--- src/rtl/pin_pkg.sv ---
// Shared types and width helpers for the PIN-entry controller.
package pin_pkg;

  typedef enum logic [1:0] {
    StEntry,
    StCheck,
    StLocked
  } state_e;

  // Digit index width; kept at least 1 bit so a single-digit PIN still has a port.
  function automatic int unsigned idx_width(input int unsigned digits);
    return (digits > 1) ? $clog2(digits) : 1;
  endfunction

  function automatic int unsigned tries_width(input int unsigned max_tries);
    return $clog2(max_tries + 1);
  endfunction

  function automatic int unsigned lock_cnt_width(input int unsigned lock_cycles);
    return $clog2(lock_cycles + 1);
  endfunction

endpackage

--- src/rtl/btn_edge.sv ---
// Button synchroniser stage plus rising-edge detector.
module btn_edge (
  input  logic clk_i,
  input  logic rst_i,
  input  logic btn_i,
  output logic edge_o
);

  logic sync_q;
  logic sync_dly_q;

  // Capture the button, then keep a delayed copy for edge detection.
  always_ff @(posedge clk_i) begin
    if (rst_i) begin
      sync_q     <= 1'b0;
      sync_dly_q <= 1'b0;
    end else begin
      sync_q     <= btn_i;
      sync_dly_q <= sync_q;
    end
  end

  assign edge_o = sync_q & ~sync_dly_q;

endmodule

--- src/rtl/pin_entry_ctrl.sv ---
// PIN-entry controller: two-button digit entry, compare or capture, lockout.
module pin_entry_ctrl
  import pin_pkg::*;
#(
  parameter int unsigned DIGITS      = 4,
  parameter int unsigned DIGIT_W     = 4,
  parameter int unsigned DIGIT_MAX   = 9,
  parameter int unsigned MAX_TRIES   = 3,
  parameter int unsigned LOCK_CYCLES = 1000
) (
  input  logic                                 clk_i,
  input  logic                                 rst_i,
  input  logic                                 b_esq_i,
  input  logic                                 b_dir_i,
  input  logic                                 setup_i,
  input  logic [DIGITS*DIGIT_W-1:0]            pin_vec_i,
  output logic [DIGIT_W-1:0]                   digit_o,
  output logic [idx_width(DIGITS)-1:0]         idx_o,
  output logic [DIGITS*DIGIT_W-1:0]            new_pin_o,
  output logic                                 new_pin_vld_o,
  output logic                                 ok_o,
  output logic                                 err_o,
  output logic                                 lock_o,
  output logic [tries_width(MAX_TRIES)-1:0]    tries_left_o
);

  localparam int unsigned IW = idx_width(DIGITS);
  localparam int unsigned TW = tries_width(MAX_TRIES);
  localparam int unsigned CW = lock_cnt_width(LOCK_CYCLES);
  localparam int unsigned PW = DIGITS * DIGIT_W;

  localparam logic [DIGIT_W-1:0] DigitMax = DIGIT_W'(DIGIT_MAX);
  localparam logic [IW-1:0]      IdxLast  = IW'(DIGITS - 1);
  localparam logic [TW-1:0]      TriesMax = TW'(MAX_TRIES);
  localparam logic [CW-1:0]      LockInit = CW'(LOCK_CYCLES);

  state_e state_q, state_d;

  logic [DIGIT_W-1:0] digit_q, digit_d;
  logic [IW-1:0]      idx_q, idx_d;
  logic [PW-1:0]      buf_q, buf_d;
  logic [PW-1:0]      new_pin_q, new_pin_d;
  logic               new_pin_vld_q, new_pin_vld_d;
  logic               ok_q, ok_d;
  logic               err_q, err_d;
  logic               lock_q, lock_d;
  logic [TW-1:0]      tries_q, tries_d;
  logic [CW-1:0]      cnt_q, cnt_d;

  logic          esq_edge;
  logic          dir_edge;
  logic [TW-1:0] tries_dec;
  logic          pin_match;
  logic          lock_done;

  btn_edge u_esq_edge (
    .clk_i  (clk_i),
    .rst_i  (rst_i),
    .btn_i  (b_esq_i),
    .edge_o (esq_edge)
  );

  btn_edge u_dir_edge (
    .clk_i  (clk_i),
    .rst_i  (rst_i),
    .btn_i  (b_dir_i),
    .edge_o (dir_edge)
  );

  // Saturating decrement so the tries count can never wrap.
  assign tries_dec = (tries_q == '0) ? '0 : tries_q - TW'(1);
  assign pin_match = (buf_q == pin_vec_i);
  assign lock_done = (cnt_q <= CW'(1));

  // State register.
  always_ff @(posedge clk_i) begin
    if (rst_i) begin
      state_q <= StEntry;
    end else begin
      state_q <= state_d;
    end
  end

  // Next-state logic.
  always_comb begin
    state_d = state_q;
    case (state_q)
      StEntry: begin
        if (esq_edge && (idx_q == IdxLast)) state_d = StCheck;
      end
      StCheck: begin
        if (!setup_i && !pin_match && (tries_dec == '0)) state_d = StLocked;
        else                                             state_d = StEntry;
      end
      StLocked: begin
        if (lock_done) state_d = StEntry;
      end
      default: state_d = StEntry;
    endcase
  end

  // Next values of the registered outputs and datapath; select beats increment.
  always_comb begin
    digit_d       = digit_q;
    idx_d         = idx_q;
    buf_d         = buf_q;
    new_pin_d     = new_pin_q;
    new_pin_vld_d = 1'b0;
    ok_d          = 1'b0;
    err_d         = 1'b0;
    lock_d        = lock_q;
    tries_d       = tries_q;
    cnt_d         = cnt_q;
    case (state_q)
      StEntry: begin
        if (esq_edge) begin
          for (int i = 0; i < DIGITS; i++) begin
            if (idx_q == IW'(i)) buf_d[i*DIGIT_W +: DIGIT_W] = digit_q;
          end
          digit_d = '0;
          idx_d   = (idx_q == IdxLast) ? '0 : idx_q + IW'(1);
        end else if (dir_edge) begin
          digit_d = (digit_q == DigitMax) ? '0 : digit_q + DIGIT_W'(1);
        end
      end
      StCheck: begin
        buf_d = '0;
        if (setup_i) begin
          new_pin_d     = buf_q;
          new_pin_vld_d = 1'b1;
          tries_d       = TriesMax;
        end else if (pin_match) begin
          ok_d    = 1'b1;
          tries_d = TriesMax;
        end else begin
          err_d   = 1'b1;
          tries_d = tries_dec;
          if (tries_dec == '0) begin
            lock_d = 1'b1;
            cnt_d  = LockInit;
          end
        end
      end
      StLocked: begin
        if (lock_done) begin
          cnt_d   = '0;
          lock_d  = 1'b0;
          tries_d = TriesMax;
        end else begin
          cnt_d = cnt_q - CW'(1);
        end
      end
      default: ;
    endcase
  end

  // Datapath and output registers.
  always_ff @(posedge clk_i) begin
    if (rst_i) begin
      digit_q       <= '0;
      idx_q         <= '0;
      buf_q         <= '0;
      new_pin_q     <= '0;
      new_pin_vld_q <= 1'b0;
      ok_q          <= 1'b0;
      err_q         <= 1'b0;
      lock_q        <= 1'b0;
      tries_q       <= TriesMax;
      cnt_q         <= '0;
    end else begin
      digit_q       <= digit_d;
      idx_q         <= idx_d;
      buf_q         <= buf_d;
      new_pin_q     <= new_pin_d;
      new_pin_vld_q <= new_pin_vld_d;
      ok_q          <= ok_d;
      err_q         <= err_d;
      lock_q        <= lock_d;
      tries_q       <= tries_d;
      cnt_q         <= cnt_d;
    end
  end

  assign digit_o       = digit_q;
  assign idx_o         = idx_q;
  assign new_pin_o     = new_pin_q;
  assign new_pin_vld_o = new_pin_vld_q;
  assign ok_o          = ok_q;
  assign err_o         = err_q;
  assign lock_o        = lock_q;
  assign tries_left_o  = tries_q;

endmodule

--- config.mk ---
export PLATFORM = sky130hd
export DESIGN_NAME = pin_entry_ctrl
export DESIGN_NICKNAME = d
export VERILOG_FILES = /design/src/rtl/pin_pkg.sv /design/src/rtl/btn_edge.sv /design/src/rtl/pin_entry_ctrl.sv
export SDC_FILE = /design/constraint.sdc
export NUM_CORES = 1
export LEC_CHECK = 0
export ABC_AREA = 1
export ABC_CLOCK_PERIOD_IN_PS = 4200
export CAP_MARGIN = 20
export CORE_MARGIN = 3
export CORE_UTILIZATION = 57
export DETAILED_ROUTE_END_ITERATION = 12
export PLACE_DENSITY = 0.84
export SLEW_MARGIN = 20
export SYNTH_ARGS = -nofsm -noshare
export SYNTH_HDL_FRONTEND = slang
export SYNTH_SLANG_ARGS = --single-unit
--- constraint.sdc ---
create_clock -name clk_i -period 4.2 [get_ports clk_i]
set_input_delay 1.26 -clock clk_i [delete_from_list [all_inputs] [get_ports clk_i]]
set_output_delay 1.26 -clock clk_i [all_outputs]
set_load 0.03 [all_outputs]
==> out/qor.yml <==
run_status:
  status: "complete, no violations"
timing:
  finClkSkew_ns: 0.006598
  grt_setup_unrepaired: "false"
  fin_crit_sh_pct: 64.53
  slew_viol_final: 0
  fmax_mhz: 368.9
  hold_viol: 0
  setup_viol: 0
  setup_tns_ns: 0
  tightestPinTransition_ns: 0.6460
  relSlewSlack_pct: 56.83
  post-route-min-period_ns: 2.710
floorplanning:
  num_rows: 25
  die_w_microns: 77.23
  io_pins: 49
  die-area_sq_um: 5964
  core_area_sq_um: 4817
  start_util_pct: 60.03
  fp.dieH_microns: 77.23
synth:
  ys_warn_count: 0
  synth-async-reset-ratio_pct: 0
  netlist_instances: 414
  synth_commonest_cells: "103 x nand2_1, 60 x dfxtp_1, 59 x inv_1"
  ys_seq_elements: 60
  avgSynthCellArea_sq_um: 6.984
  syn_nets: 443
  yosys-top-cells-area: "dfxtp_1 42%, nand2_1 13%, a21oi_1 7.8%"
  synth_top_cell_by_area: "dfxtp_1"
  ys.flop_type: "dfxtp_1"
  seq_area_frac_synth_pct: 41.54
  synth-edff-count: 0
  synth_top_area_share_pct: 41.54
  syn-cell-area_sq_um: 2892
  synth_most_common_cell: "nand2_1"
  ys_types: 32
clocking:
  path_clk_slew_ns: 0.07
  clk_latency_ns: 0.34
  holdBufCountCts: 0
  root_buffer: "clkbuf_8"
  numCtsBuffers: 9
  clockBufferDepth: 2
  clock_sinks: 60
  post-cts-setup-buffers: 0
  cts_tree: "built"
  htree_levels: 3
  post_cts_resized: 0
setup_path:
  critPathLaunchType: "register"
  crit_fanout: 4
  arrival_ns: 1.45
  path_cells: "clkdlybuf4s50_1"
  crit_type: "reg2out"
  crit_family: "buffers and inverters"
  crit_path_end_kind: "primary output"
  critPathBufInv: 1
  required_ns: 2.94
  rrSetupSlack_ns: 2.41
  cp_slowest_cell: "clkdlybuf4s50_1"
  cpPeakStageDelay_ns: 0.70
drt:
  vias: 2741
  route.final.wire_length_microns: 6499
  post_drt_via_cell_ratio: 5.114
  routedWlPerCell_microns: 12.13
  post-route-drc-count: 0
  drt_iter0_drc: 185
  ant_nets: 0
  dr.pass1.iters: 5
layout:
  fillers: 401
  final-seq-area_sq_um: 1201
  instances_no_fill: 536
  final_nets: 493
  layout-drive-gt1-share_pct: 8.529
  multiInputGateArea_sq_um: 1400
  diodes: 0
  area_delta_synth_final_pct: 24.28
worst_hold_path:
  hold_class: "reg2reg"
grt:
  grt_pass1_vias: 2624
  antenna_found_initial: 0
  globalRouteOverflowTotal: 0
  grt_pass1_wl_microns: 11420
  grt.total_usage_pct: 23.46
  grt_start_max_net_pins: 40
power:
  ir_worst_vdd_mv: 0.2289
  power.leakage_nw: 1.492
  power.density_nw_per_um2: 314.6
placed_design:
  io_buffers: 48
  dp.cells: 520
  place_hpwl_microns: 4454
  gp_congestion: 0.8306
job:
  cap_violations: 0
where the power goes:
group	internal (mW)	switching, mW	leakage, nW
Clock	0.226	0.223	0.0889
Combinational	0.0404	0.0555	0.918
Sequential	0.578	0.00745	0.485
Total	0.844	0.286	1.49
stage by stage:
step | instance area, sq um | hold slack [ns] | total power [mW] | setup slack, ns | utilization, %
after floorplan | 2892 | 0.4022 | 0.6530 | 2.049 | -
after global placement | 3425 | 0.4134 | 0.6894 | 1.237 | 71.09
after detailed placement | 3425 | 0.4241 | 0.6915 | 1.192 | 71.09
after CTS | 3593 | 0.4347 | 1.134 | 1.475 | 74.60
after global routing | 3593 | 0.4671 | 1.174 | 1.374 | 74.60
final | 3593 | 0.4264 | 1.130 | 1.490 | 74.60
cell families (layout without fill, tap and decap cells):
logic type,after synthesis,count (layout),synth area share [%]
DFF,60,60,41.54
and+or+nand+nor,192,192,30.07
adders and majority gates,8,8,3.462
xor gates and xnor gates,5,5,1.514
buffers and inverters,76,131,10.04
AOI/OAI and AO/OA,73,73,13.37
state kept, by name, summed over array words and instances (netlist names), 2 cells and up:
register      flops
cnt_q            10
tries_left_o      2
digit_o           4
new_pin_o        16
idx_o             2
buf_q            16
state_q           2
worst paths after layout:
kind | from | to | cells past startpoint
setup / recovery | tries_left_o[1]$_SDFFE_PP1P_ | tries_left_o[1] | 1
hold / removal | u_esq_edge.sync_q$_SDFF_PP0_ | u_esq_edge.sync_dly_q$_SDFF_PP0_ | 2
setup reg to reg | state_q[0]$_SDFFE_PP0P_ | cnt_q[5]$_SDFFE_PP0P_ | 8
hold reg to reg | u_esq_edge.sync_q$_SDFF_PP0_ | u_esq_edge.sync_dly_q$_SDFF_PP0_ | 2
cell usage in the layout (no fill, tap or decap), types with 6 or more instances in the layout:
cell	synthesis	final
a21oi_1	45	45
clkbuf_8	0	10
clkdlybuf4s50_1	0	48
dfxtp_1	60	60
ha_1	8	8
inv_1	59	59
inv_2	6	6
nand2_1	103	103
nand3_1	28	28
nor2_1	36	36
o21ai_0	18	18
layout make-up:
| class | instances | share of cell area [%] |
|---|---|---|
| sequential | 60 | 33.43 |
| tap | 67 | 2.333 |
| clock buffer | 11 | 3.935 |
| clock inverter | 5 | 0.7660 |
| multi-input combinational | 278 | 38.96 |
| timing repair buffer | 50 | 13.79 |
| inverter | 65 | 6.790 |
per-layer routing:
layer  global-route usage, %  routed length [microns]  vias to the layer above
met5                       0                        0                        -
met4                   9.253                      160                        0
met3                   5.751                      335                       16
met2                   40.59                     3139                       76
met1                   27.73                     2863                     1248
li1                        -                        -                     1401
(Power assumes the default switching activity.)
